[src/rtl/bp_cfg_seq_pkg.sv]
// Shared types and register map for the config-bus boot sequencer.
// Bus field widths come from the BP_CFG_CORE_W / BP_CFG_ADDR_W / BP_CFG_DATA_W macros.
`ifndef BP_CFG_CORE_W
`define BP_CFG_CORE_W 8
`endif
`ifndef BP_CFG_ADDR_W
`define BP_CFG_ADDR_W 16
`endif
`ifndef BP_CFG_DATA_W
`define BP_CFG_DATA_W 64
`endif

package bp_cfg_seq_pkg;

    typedef enum logic [2:0] {
        S_FREEZE   = 3'd0,
        S_ID       = 3'd1,
        S_MODE     = 3'd2,
        S_UNFREEZE = 3'd3,
        S_IDLE     = 3'd4,
        S_RESP     = 3'd5
    } bp_cfg_seq_state_e;

    localparam logic [`BP_CFG_ADDR_W-1:0] FREEZE   = 16'h0001;
    localparam logic [`BP_CFG_ADDR_W-1:0] CORE_ID  = 16'h0002;
    localparam logic [`BP_CFG_ADDR_W-1:0] CCE_MODE = 16'h0003;

    typedef struct packed {
        logic                      w;
        logic [`BP_CFG_CORE_W-1:0] core;
        logic [`BP_CFG_ADDR_W-1:0] addr;
        logic [`BP_CFG_DATA_W-1:0] data;
    } bp_cfg_bus_s;

    function automatic bp_cfg_bus_s bp_cfg_write(
        input logic [`BP_CFG_CORE_W-1:0] core,
        input logic [`BP_CFG_ADDR_W-1:0] addr,
        input logic [`BP_CFG_DATA_W-1:0] data
    );
        bp_cfg_bus_s bus;
        bus.w    = 1'b1;
        bus.core = core;
        bus.addr = addr;
        bus.data = data;
        return bus;
    endfunction

endpackage

[src/rtl/bp_cfg_seq_mux.sv]
// Selects who owns the config bus: the boot script, the host, or nobody
// while a host read waits for its response.
module bp_cfg_seq_mux
    import bp_cfg_seq_pkg::*;
(
    input  bp_cfg_seq_state_e state,
    input  bp_cfg_bus_s       boot_bus,
    input  logic              host_v,
    input  bp_cfg_bus_s       host_bus,
    output logic              cfg_v,
    output bp_cfg_bus_s       cfg_bus
);

    // Bus ownership by state.
    always_comb begin
        cfg_v   = 1'b0;
        cfg_bus = '0;
        case (state)
            S_FREEZE, S_ID, S_MODE, S_UNFREEZE: begin
                cfg_v   = 1'b1;
                cfg_bus = boot_bus;
            end
            S_IDLE: begin
                cfg_v   = host_v;
                cfg_bus = host_bus;
            end
            S_RESP: begin
                cfg_v   = 1'b0;
                cfg_bus = '0;
            end
            default: begin
                cfg_v   = 1'b0;
                cfg_bus = '0;
            end
        endcase
    end

endmodule

[src/rtl/bp_cfg_boot_sequencer.sv]
// Boots every core over the config bus, then shares the bus with a host requester.
// Optional BP_CFG_SEQ_BROADCAST_EN: freeze/unfreeze become single all-ones broadcasts.
module bp_cfg_boot_sequencer
    import bp_cfg_seq_pkg::*;
#(
    parameter int num_core_p       = 1,
    parameter int cfg_core_width_p = 8,
    parameter int cfg_addr_width_p = 16,
    parameter int cfg_data_width_p = 64
) (
    input  logic                        clk_i,
    input  logic                        reset_n_i,
    input  logic                        cce_mode_i,
    output logic                        cfg_v_o,
    input  logic                        cfg_ready_i,
    output logic                        cfg_w_o,
    output logic [cfg_core_width_p-1:0] cfg_core_o,
    output logic [cfg_addr_width_p-1:0] cfg_addr_o,
    output logic [cfg_data_width_p-1:0] cfg_data_o,
    input  logic                        cfg_resp_v_i,
    input  logic [cfg_data_width_p-1:0] cfg_resp_data_i,
    input  logic                        host_v_i,
    output logic                        host_ready_o,
    input  logic                        host_w_i,
    input  logic [cfg_core_width_p-1:0] host_core_i,
    input  logic [cfg_addr_width_p-1:0] host_addr_i,
    input  logic [cfg_data_width_p-1:0] host_data_i,
    output logic                        host_resp_v_o,
    output logic [cfg_data_width_p-1:0] host_resp_data_o,
    output logic                        boot_done_o
);

    localparam int cnt_width_lp = $clog2(num_core_p) + 1;
    localparam int core_w_lp    = `BP_CFG_CORE_W;
    localparam int data_w_lp    = `BP_CFG_DATA_W;
    localparam logic [cnt_width_lp-1:0] last_core_lp = cnt_width_lp'(num_core_p - 1);

    bp_cfg_seq_state_e         state_r;
    logic [cnt_width_lp-1:0]   cnt_r;
    logic                      run_r;
    logic                      done_r;
    logic                      mode_r;
    logic                      mode_held_r;
    logic                      mode_s;
    logic                      last_s;
    logic                      unfreeze_last_s;
    logic                      fire_s;
    logic [core_w_lp-1:0]      sweep_core_s;
    bp_cfg_seq_state_e         loop_state_s;
    bp_cfg_bus_s               boot_bus_s;
    bp_cfg_bus_s               host_bus_s;
    bp_cfg_bus_s               mux_bus_s;
    logic                      mux_v_s;

    assign last_s = (cnt_r == last_core_lp);

`ifdef BP_CFG_SEQ_BROADCAST_EN
    assign sweep_core_s    = '1;
    assign unfreeze_last_s = 1'b1;
    assign loop_state_s    = S_ID;
`else
    assign sweep_core_s    = core_w_lp'(cnt_r);
    assign unfreeze_last_s = last_s;
    assign loop_state_s    = S_FREEZE;
`endif

    assign host_bus_s.w    = host_w_i;
    assign host_bus_s.core = host_core_i;
    assign host_bus_s.addr = host_addr_i;
    assign host_bus_s.data = host_data_i;

    // Boot-script write for the current state; the mode bit is frozen once offered.
    always_comb begin
        mode_s = mode_held_r ? mode_r : cce_mode_i;
        case (state_r)
            S_FREEZE:   boot_bus_s = bp_cfg_write(sweep_core_s, FREEZE, data_w_lp'(1'b1));
            S_ID:       boot_bus_s = bp_cfg_write(core_w_lp'(cnt_r), CORE_ID, data_w_lp'(cnt_r));
            S_MODE:     boot_bus_s = bp_cfg_write(core_w_lp'(cnt_r), CCE_MODE, data_w_lp'(mode_s));
            S_UNFREEZE: boot_bus_s = bp_cfg_write(sweep_core_s, FREEZE, data_w_lp'(1'b0));
            default:    boot_bus_s = '0;
        endcase
    end

    bp_cfg_seq_mux u_mux (
        .state    (state_r),
        .boot_bus (boot_bus_s),
        .host_v   (host_v_i),
        .host_bus (host_bus_s),
        .cfg_v    (mux_v_s),
        .cfg_bus  (mux_bus_s)
    );

    // run_r keeps every bus output at zero while reset is asserted.
    assign cfg_v_o    = run_r & mux_v_s;
    assign cfg_w_o    = run_r & mux_bus_s.w;
    assign cfg_core_o = run_r ? mux_bus_s.core : '0;
    assign cfg_addr_o = run_r ? mux_bus_s.addr : '0;
    assign cfg_data_o = run_r ? mux_bus_s.data : '0;
    assign fire_s     = cfg_v_o & cfg_ready_i;

    assign host_ready_o     = (state_r == S_IDLE) & cfg_ready_i;
    assign host_resp_v_o    = (state_r == S_RESP) & cfg_resp_v_i;
    assign host_resp_data_o = host_resp_v_o ? cfg_resp_data_i : '0;
    assign boot_done_o      = done_r;

    // Boot script sequencing and single-outstanding host read tracking.
    always_ff @(posedge clk_i or negedge reset_n_i) begin
        if (!reset_n_i) begin
            state_r <= S_FREEZE;
            cnt_r   <= '0;
            run_r   <= 1'b0;
            done_r  <= 1'b0;
        end else begin
            run_r <= 1'b1;
            case (state_r)
                S_FREEZE: if (fire_s) state_r <= S_ID;
                S_ID:     if (fire_s) state_r <= S_MODE;
                S_MODE: if (fire_s) begin
                    if (last_s) begin
                        cnt_r   <= '0;
                        state_r <= S_UNFREEZE;
                    end else begin
                        cnt_r   <= cnt_r + cnt_width_lp'(1);
                        state_r <= loop_state_s;
                    end
                end
                S_UNFREEZE: if (fire_s) begin
                    if (unfreeze_last_s) begin
                        state_r <= S_IDLE;
                        done_r  <= 1'b1;
                    end else begin
                        cnt_r <= cnt_r + cnt_width_lp'(1);
                    end
                end
                S_IDLE: if (fire_s && !host_w_i) state_r <= S_RESP;
                S_RESP: if (cfg_resp_v_i) state_r <= S_IDLE;
                default: state_r <= S_FREEZE;
            endcase
        end
    end

    // Captures cce_mode_i on the first cycle a MODE write stalls so the bus stays stable.
    always_ff @(posedge clk_i or negedge reset_n_i) begin
        if (!reset_n_i) begin
            mode_r      <= 1'b0;
            mode_held_r <= 1'b0;
        end else if (fire_s) begin
            mode_held_r <= 1'b0;
        end else if (state_r == S_MODE && cfg_v_o && !mode_held_r) begin
            mode_r      <= cce_mode_i;
            mode_held_r <= 1'b1;
        end
    end

endmodule

[config.mk]
export PLATFORM = sky130hd
export DESIGN_NAME = bp_cfg_boot_sequencer
export DESIGN_NICKNAME = d
export VERILOG_FILES = /design/src/rtl/bp_cfg_seq_pkg.sv /design/src/rtl/bp_cfg_seq_mux.sv /design/src/rtl/bp_cfg_boot_sequencer.sv
export SDC_FILE = /design/constraint.sdc
export NUM_CORES = 1
export LEC_CHECK = 0
export ABC_AREA = 1
export BUFFER_PORTS_ARGS = -buffer_cell sky130_fd_sc_hd__buf_2
export CAP_MARGIN = 20
export CORE_AREA = 8 8 118 120
export DETAILED_ROUTE_END_ITERATION = 6
export DIE_AREA = 0 0 126 128
export PLACE_DENSITY = 0.56
export SYNTH_ARGS = -nofsm -noshare
export SYNTH_HDL_FRONTEND = slang
export SYNTH_SLANG_ARGS = --single-unit
[constraint.sdc]
create_clock -name clk_i -period 2 [get_ports clk_i]
set_input_delay 0.3 -clock clk_i [delete_from_list [all_inputs] [get_ports clk_i]]
set_output_delay 0.3 -clock clk_i [all_outputs]
set_load 0.02 [all_outputs]
==> summary.txt, run 1 <==
Status
  – Status: complete, no violations

Final layout
  – Area Overhead vs Synth: 104%
  – Ant. Diodes: 0
  – Share of post-route cells with drive strength above 1: a little under three fifths
  – Fill cells: about 1.3k
  – Register Area: 176 µm²
  – Area of the multi-input gates: 1240 µm²
  – Post-route cell area: between 4000 and 5000 µm²
  – Finished Core Util: 35.5%
  – Nets: between 800 and 900

Floorplanning
  – Starting Density: between 10% and 20%
  – Die W: 126 µm
  – Core area: roughly 12,000 µm²
  – Die Area: around 16,000 µm²
  – Standard-cell rows: 41
  – Die Y-Extent: 128 µm
  – I/O pins: 316

Pwr
  – Comb pwr share: ~74%
  – Switching share of power: 50.3%
  – Power Density: 530 nW/µm²
  – Internal power: between 0.001 and 0.0015 W
  – Lkg Pwr: 3.11 nW
  – Power consumption: 0.00230 W
  – IR Drop Worst-Case VDD: 402 µV
  – Clock share of power: about 15%
  – Switching pwr: 0.00116 W
  – Sequential power share: roughly a tenth

Timing
  – Fin Clk Skew: 0.00172 ns
  – Slew Viols, Final: 0
  – Finish-stage setup viols: 0
  – Tmin final: 1.91 ns
  – Max Clk Rate: 523 MHz
  – Fin crit share: 95.7%
  – Endpoints failing hold: 0
  – Final worst setup slack: 0.0867 ns
  – RSZ-0062 raised after global routing: yes

Detailed routing
  – DR WL/cell: 13.1 µm
  – Initial DRC count: 130
  – Antenna Nets Post-Route: 0
  – Detailed-route DRC error count: 0
  – Total wire length: ~11,000 µm
  – Vias per cell: 3.61
  – Vias after detailed routing: 3,114
  – Pre-antenna DRT Iters: 4

Global route
  – GRT overflow: 0
  – Initial antenna violation count: 0
  – Vias in the first global route: 2,913
  – First-pass GRT wire length: 15,000 µm
  – Largest net degree at the start of global routing: 66
  – GRT Total Usage: 11.3%

Setup path
  – FF-to-FF Start: run_r$_DFF_PN0_
  – Setup slack, reg-to-reg: 0.54 ns
  – Crit path DAT: 1.61 ns
  – Worst reg-to-reg path cell count: 7
  – Crit path max fanout: 8
  – Startpoint types: flop
  – Worst setup path endpoint: cfg_data_o[50]
  – Critical Path End Type: output pin
  – Critical R2R Capture: state_r[0]$_DFFE_PN0P_
  – Setup crit start: state_r[0]$_DFFE_PN0P_
  – CP required: 1.70 ns
  – Kind of critical path: reg -> out

Synthesis
  – Post-Synth XOR/XNOR Area: 0%
  – Compound-Gate Fraction of Synth Area: under 10%
  – Synth Instances: 386
  – Synth Register Bits: 7
  – Syn Area/Cell: roughly 5.5 µm²
  – Largest family of logic cells by synthesized area: simple AND/OR/NAND/NOR gates
  – Adder-cell share of the synthesized area: 0%
  – Netlist cell types: 22
  – Sequential area share after synthesis: 8.22%
  – Syn Nets: about 550
  – Mux share of post-synthesis cell area: 0%
  – Simple-Gate Fraction of Synth Area: 51.7%
  – Yosys Warn Count: 0
  – Post-Syn Area: 2130 µm²

CTS
  – CTS HTree Levels: 1
  – CTS clk-pin slew, worst paths: approximately 0.040 ns
  – CTS Buf Count: 3
  – Latest clock arrival within the worst-skew pair: 0.24 ns
  – Num Clock Sinks: 7
  – Worst-case clock buffer depth: 2
  – Root Buffer: clkbuf_16
  – CTS tree: yes

Placement
  – Routability cong.: slightly above 0.8
  – DPL Wire Length: 8820 µm
  – Setup WS pre-CTS: 0.195 ns
  – # port buffers: 315
  – Placement Cell Area: 3840 µm²

Worst hold path
  – Min-Delay Path Depth: 3
  – Min-delay worst type: in -> reg
  – Hold path start: cce_mode_i

Run
  – Maxcap violations: 0
[per-stage QoR]
step	instances	TNS (ns)	hold WS, ns
6_report	863	0	0.307
5_1_grt	863	-0.180	0.329
4_1_cts	849	0	0.302
3_5_place_dp	842	0	0.153
3_3_place_gp	842	0	0.151
2_1_floorplan	386	0	0.00441
[power groups by stage]
stage | combinational [W] | clock (W) | sequential [W]
after floorplan | 0.000982 | 0 | 0.000256
after global placement | 0.00149 | 0 | 0.000236
after detailed placement | 0.00149 | 0 | 0.000237
after CTS | 0.00151 | 0.000359 | 0.000237
after global routing | 0.00187 | 0.000366 | 0.000248
final | 0.00171 | 0.000348 | 0.000239
[Yosys cell counts]
cell type  instances  area share, %
nor2_4            51             27
o21bai_1           1           0.35
inv_2              2           0.35
a31o_2             1           0.41
inv_1            163             29
clkbuf_1           4           0.70
nor2_2             1           0.29
a32oi_1            1           0.41
nand3_1            6            1.4
a21oi_1            5            1.2
buf_2              6            1.4
nor3_1             3           0.70
nand4_1            2           0.59
o21a_1             1           0.35
nand2_1           16            2.8
o21ai_0            1           0.23
nor2_1           106             19
nand2_2            1           0.29
dfrtp_1            7            8.2
conb_1             1           0.18
buf_6              2            1.1
buf_12             5            4.7
[routing by layer]
layer	GRT usage, %	wire, µm	up-vias
met1	12.3	4320	1287
li1	-	-	1666
met5	0	0	-
met2	20.8	5940	152
met4	3.04	151	0
met3	3.41	864	9
[repair_timing]
item / in CTS / in global routing
setup buffers: 1 / 5
setup endpoints to repair: 63 / 112
endpoints found under the hold margin: 7 / 0
pin swaps: 1 / 2
hold buffers: 1 / 0
gates cloned: 1 / 9
resized for setup: 0 / 61
[registers in the layout, summed over array words and instances (netlist names)]
| signal | flops |
|---|---|
| state_r | 3 |
| boot_done_o | 1 |
| mode_held_r | 1 |
| mode_r | 1 |
| run_r | 1 |
[worst min path at each step]
| stage | end |
|---|---|
| after floorplan | boot_done_o$_DFFE_PN0P_ |
| after global placement | boot_done_o$_DFFE_PN0P_ |
| after detailed placement | boot_done_o$_DFFE_PN0P_ |
| after CTS | mode_r$_DFFE_PN0P_ |
| after global routing | mode_r$_DFFE_PN0P_ |
| final | mode_r$_DFFE_PN0P_ |
[layout make-up]
cell class                      count  share of cell area [%]
Inverter                          165                    14.3
Multi-Input combinational cell    199                    28.7
Sequential cell                     7                    4.07
Timing Repair Buffer              338                    46.8
Clock buffer                        4                    1.82
Tap cell                          150                    4.33
[cell usage in the layout, fill, tap and decap left out, types with 3 or more instances in the layout]
cell and n:
nand3_1 5, clkbuf_16 8, a21oi_1 5, dfrtp_1 6, buf_4 44, inv_2 4, buf_2 276, buf_6 5
inv_1 161, nor3_1 3, nor2_2 7, nor2_4 51, buf_8 3, nand2_1 15, nor2_1 100
[critical path: stages (launching register included)]
cell and delay, ns:
dfrtp_1 0.38, nor2_2 0.14, inv_2 0.06, nor2_4 0.16, nand2_8 0.15, clkbuf_16 0.23
nor2_4 0.08, buf_2 0.17
[cell families after synthesis]
kind of cell    Yosys count
simple gates            186
buf+inv                 182
compound gates           10
flops                     7
other cells               1
(Power assumes the default switching activity.)
==> run 2, diff against run 1 <==
Settings changed: PLACE_DENSITY 0.56 to 0.6.
==> summary.txt, run 2 (synthesized netlist as in run 1, its figures left out) <==
Detailed routing
  – Vias after detailed routing: 3,052 (-2.0%)
  – Antenna Nets Post-Route: 0 (unchanged)
  – DR WL/cell: 12.0 µm (-8.5%)
  – Vias per cell: 3.57 (-0.96%)
  – Detailed-route DRC error count: 0 (unchanged)
  – Pre-antenna DRT Iters: 4 (unchanged)
  – Total wire length: 10,200 µm (-9.5%)
  – Initial DRC count: 134 (+3.1%)

Timing
  – Final worst setup slack: 0.0903 ns (+0.00351 ns)
  – Fin crit share: 95.5% (-0.18 points)
  – Fin Clk Skew: 0.000313 ns (-0.00140 ns)
  – Max Clk Rate: 524 MHz (+0.18%)
  – Finish-stage setup viols: 0 (unchanged)
  – RSZ-0062 raised after global routing: yes
  – Slew Viols, Final: 0 (unchanged)
  – Hold_ws: 0.315 ns (+0.00740 ns)
  – Endpoints failing hold: 0 (unchanged)
  – Tmin final: 1.91 ns (-0.00351 ns)

Run
  – Maxcap violations: 0 (unchanged)

Floorplanning
  – Starting Density: 17.5% (unchanged)
  – Die W: 126 µm (unchanged)
  – Die Area: 16,100 µm² (unchanged)
  – Die Y-Extent: 128 µm (unchanged)
  – Core area: 12,200 µm² (unchanged)
  – Standard-cell rows: 41 (unchanged)
  – I/O pins: 316 (unchanged)

Setup path
  – Setup slack, reg-to-reg: 0.40 ns (-0.14 ns)
  – Critical Path End Type: output pin
  – Kind of critical path: reg -> out
  – Crit path DAT: 1.61 ns (about the same)
  – Crit path max fanout: 5 (-3)
  – CP required: 1.70 ns (about the same)
  – Startpoint types: flop

Global route
  – Vias in the first global route: 2,830 (-2.8%)
  – GRT Total Usage: 11.2% (-0.097 points)
  – Initial antenna violation count: 0 (unchanged)
  – GRT overflow: 0 (unchanged)
  – First-pass GRT wire length: 15,000 µm (unchanged)
  – Largest net degree at the start of global routing: 66 (unchanged)

Pwr
  – Lkg Pwr: 3.02 nW (-3.0%)
  – IR Drop Worst-Case VDD: 569 µV (+42%)
  – Power Density: 529 nW/µm² (-0.27%)

Placement
  – Routability cong.: 0.858 (+3.8%)
  – # port buffers: 315 (unchanged)
  – Setup WS pre-CTS: 0.193 ns (-0.00134 ns)
  – DPL Wire Length: 8980 µm (+1.7%)

CTS
  – Latest clock arrival within the worst-skew pair: 0.23 ns (about the same)
  – Root Buffer: clkbuf_16
  – Worst-case clock buffer depth: 2 (unchanged)
  – CTS clk-pin slew, worst paths: 0.04 ns (about the same)
  – CTS HTree Levels: 1 (unchanged)
  – CTS tree: yes
  – CTS Buf Count: 3 (unchanged)
  – Num Clock Sinks: 7 (unchanged)

Final layout
  – Share of post-route cells with drive strength above 1: 55.8% (-1.5 points)
  – Fill cells: 1,370 (+2.3%)
  – Nets: 864 (-1.0%)
  – Commonest non-fill, non-tap cell in the layout: buf_2
  – Most frequent cells in the layout: buf_2, inv_1, nor2_1, nor2_4, nand2_1
  – Area Overhead vs Synth: 89.7%
  – Largest Register: state_r
  – Finished Core Util: 33.1% (-2.4 points)
  – Max reg flops: 3 (unchanged)
  – Ant. Diodes: 0 (unchanged)

Worst hold path
  – Min-delay worst type: in -> reg

Status
  – Status: complete, no violations
run 2: cell count changes in the layout (fill, tap and decap cells not counted), sizes merged:
cell | previous run | this run
buf | 331 | 329
clkinv | 0 | 1
nand2 | 19 | 18
clkbuf | 10 | 3
run 2: path summary, 6_finish.rpt:
path                                           endpoint               startpoint  depth (start not counted)
min in group asynchronous               run_r$_DFF_PN0_                reset_n_i                          2
worst max-delay path                            cfg_v_o          run_r$_DFF_PN0_                          5
worst min register to register  boot_done_o$_DFFE_PN0P_  boot_done_o$_DFFE_PN0P_                          1
max in group asynchronous        state_r[0]$_DFFE_PN0P_                reset_n_i                          2
worst max register to register   state_r[2]$_DFFE_PN0P_          run_r$_DFF_PN0_                          7
worst min-delay path                 mode_r$_DFFE_PN0P_               cce_mode_i                          3
run 2: per-stage QoR:
| step | area [µm²] | power (W) | cells | setup TNS (ns) |
|---|---|---|---|---|
| after floorplan | 2130 | 0.00124 | 386 | 0 |
| after global placement | 3880 | 0.00173 | 843 | 0 |
| after detailed placement | 3880 | 0.00173 | 843 | 0 |
| after CTS | 3990 | 0.00213 | 851 | 0 |
| after global routing | 4040 | 0.00231 | 854 | -0.0260 |
| final | 4040 | 0.00214 | 854 | 0 |
run 2: layout make-up:
class                   count  area, µm²  share of cell area (%)
repair buffers            330       1760                    43.7
clock inverters             1       5.00                   0.124
clock buffers               3       75.1                    1.86
multi-input cells         198       1210                    30.0
flip-flops and latches      7        178                    4.40
inverters                 165        619                    15.3
well taps                 150        188                    4.64
run 2: timing repair:
action,CTS,global route
cloned,1,0
endpoints found under the setup margin,68,82
hold endpoints to repair,7,0
pin swaps,1,1
hold buffers,1,0
resized for setup,1,7
setup buffers,2,3
run 2: metal layers:
| metal | GRT usage (%) | up-vias | wire, µm |
|---|---|---|---|
| met5 | 0 | - | 0 |
| met4 | 1.98 | 0 | 42 |
| met3 | 3.49 | 4 | 969 |
| met2 | 21.3 | 152 | 5530 |
| met1 | 12.0 | 1256 | 3670 |
| li1 | - | 1640 | - |
run 2: where the power goes:
group | switching (W) | internal, W | total, W
sequential | 0.0000694 | 0.000203 | 0.000272
clock | 0.0000846 | 0.000263 | 0.000348
combinational | 0.000949 | 0.000568 | 0.00152
total | 0.00110 | 0.00103 | 0.00214
run 2: critical path: stages (launching register included):
cell     delay (ns)
dfrtp_1        0.61
inv_1          0.18
nor2_1         0.22
nand2_1        0.10
inv_1          0.09
buf_2          0.17
==> run 3, diff against run 2 <==
Clock period 2 ns to 1.8 ns, I/O delays scaled along.
==> summary.txt, run 3 (synthesized netlist as in run 1, its figures left out) <==
Pwr
  – IR Drop Worst-Case VDD: 862 µV (+51%)
  – Lkg Pwr: 3.11 nW (+2.9%)
  – Power Density: 587 nW/µm² (+11%)

Setup path
  – Setup slack, reg-to-reg: 0.28 ns (-0.12 ns)
  – Kind of critical path: reg -> out
  – Startpoint types: flop
  – Critical Path End Type: output pin
  – CP Buf/Inv Count: 4 (+1)
  – Crit path max fanout: 16 (+11)
  – Crit path DAT: 1.64 ns (+0.03 ns)
  – Cell mode on critical path: nor2_4
  – CP delay by family, top: buffers and inverters
  – Worst path slowest cell: dfrtp_2
  – CP required: 1.53 ns (-0.17 ns)
  – Crit path cell chain: nor2_4 -> inv_2 -> nor2_4 -> buf_12 -> nand2_8 -> buf_8 -> nor2_1 -> buf_4
  – CP max stage delay: 0.44 ns (-0.17 ns)

Final layout
  – Share of post-route cells with drive strength above 1: 58.8% (+3.0 points)
  – Ant. Diodes: 0 (unchanged)
  – Largest Register: state_r
  – Area of the multi-input gates: 1310 µm² (+7.8%)
  – Most frequent cells in the layout: buf_2, inv_1, nor2_1, buf_4, nor2_4
  – Finished Core Util: 37.7% (+4.6 points)
  – Commonest non-fill, non-tap cell in the layout: buf_2
  – Area Overhead vs Synth: 116%
  – Max reg flops: 3 (unchanged)
  – Fill cells: 1,281 (-6.5%)
  – Register Area: 178 µm² (unchanged)
  – Nets: 871 (+0.81%)

CTS
  – CTS clk-pin slew, worst paths: 0.03 ns (about the same)
  – CTS tree: yes
  – Latest clock arrival within the worst-skew pair: 0.23 ns (about the same)
  – Root Buffer: clkbuf_16
  – CTS Buf Count: 3 (unchanged)
  – CTS HTree Levels: 1 (unchanged)
  – Worst-case clock buffer depth: 2 (unchanged)
  – Num Clock Sinks: 7 (unchanged)

Floorplanning
  – Starting Density: 17.5% (unchanged)
  – Core area: 12,200 µm² (unchanged)
  – Standard-cell rows: 41 (unchanged)
  – Die Y-Extent: 128 µm (unchanged)
  – I/O pins: 316 (unchanged)
  – Die Area: 16,100 µm² (unchanged)
  – Die W: 126 µm (unchanged)

Global route
  – Largest net degree at the start of global routing: 66 (unchanged)
  – GRT Total Usage: 11.7% (+0.53 points)
  – First-pass GRT wire length: 15,800 µm (+5.2%)
  – GRT overflow: 0 (unchanged)
  – Initial antenna violation count: 0 (unchanged)
  – Vias in the first global route: 3,009 (+6.3%)

Detailed routing
  – DR WL/cell: 13.1 µm (+9.8%)
  – Total wire length: 11,300 µm (+11%)
  – Vias per cell: 3.62 (+1.4%)
  – Vias after detailed routing: 3,119 (+2.2%)
  – Detailed-route DRC error count: 0 (unchanged)
  – Pre-antenna DRT Iters: 4 (unchanged)
  – Antenna Nets Post-Route: 0 (unchanged)
  – Initial DRC count: 128 (-4.5%)

Worst hold path
  – Min-delay worst type: in -> reg

Status
  – Status: finished with violations
  – Failing checks: setup timing

Run
  – Maxcap violations: 0 (unchanged)

Timing
  – RSZ-0062 raised after global routing: yes
  – Fin crit share: 106%
  – Slew Viols, Final: 0 (unchanged)
  – Endpoints failing hold: 0 (unchanged)
  – Finish-stage setup viols: 114 (+114)
  – Max Clk Rate: 523 MHz
  – Tmin final: about 1.9 ns
  – Setup TNS: -4.66 ns (-4.66 ns)
  – Fin Clk Skew: 0.00181 ns (+0.00149 ns)
  – Final worst setup slack: -0.113 ns (-0.203 ns)

Placement
  – DPL Wire Length: 9000 µm (+0.21%)
  – # port buffers: 315 (unchanged)
  – Routability cong.: 0.915 (+6.7%)
[run 3: through the flow]
step	total power [W]	hold slack (ns)	area, µm²	worst slack [ns]	instances
after CTS	0.00248	0.288	4250	-0.112	854
after global placement	0.00194	0.110	3860	0.104	846
final	0.00270	0.292	4600	-0.113	861
after floorplan	0.00138	-0.0256	2130	0.181	386
after global routing	0.00289	0.310	4600	-0.202	861
after detailed placement	0.00194	0.111	3860	0.0878	846
[run 3: final timing paths]
check,startpoint,endpoint,cells after the start
max,state_r[1]$_DFFE_PN0P_,cfg_core_o[2],8
min,cce_mode_i,mode_r$_DFFE_PN0P_,3
max reg2reg,run_r$_DFF_PN0_,state_r[1]$_DFFE_PN0P_,7
min reg2reg,boot_done_o$_DFFE_PN0P_,boot_done_o$_DFFE_PN0P_,1
max in group asynchronous,reset_n_i,run_r$_DFF_PN0_,2
min in group asynchronous,reset_n_i,state_r[2]$_DFFE_PN0P_,2
[run 3: final cells by class]
cell class	instances	share of cell area, %
timing repair buffer	336	48.5
clock buffer	4	1.71
tap	150	4.08
sequential	7	3.86
multi-input combinational	199	28.4
inverter	165	13.5
[run 3: timing repair]
action                     CTS  global route
cloned                       2             3
pin swaps                    2             6
buffers inserted             1             4
setup endpoints to repair   78           152
hold endpoints to repair     7             0
gates resized for setup     87            83
hold buffers                 1             0
[run 3: per-layer routing]
layer / wire, µm / share of wire [%] / up-vias / GRT usage [%]
li1: - / - / 1664 / -
met1: 4290 / 38 / 1313 / 12.9
met2: 6250 / 55 / 136 / 22.5
met3: 695 / 6.2 / 6 / 2.91
met4: 63 / 0.56 / 0 / 1.77
met5: 0 / 0 / - / 0
[run 3: worst reg2reg max path, stage by stage (launching register included)]
cell and delay [ns]:
dfrtp_2 0.55, inv_1 0.18, nor2_2 0.20, nand4_1 0.10, nand2_1 0.13, nand2_1 0.10
nand2_1 0.07, nand2_1 0.06
[run 3: power by group]
group	total [W]	internal (W)	switching (W)
sequential	0.000284	0.000224	0.0000599
combinational	0.00204	0.000861	0.00118
clock	0.000376	0.000295	0.0000819
total	0.00270	0.00138	0.00132
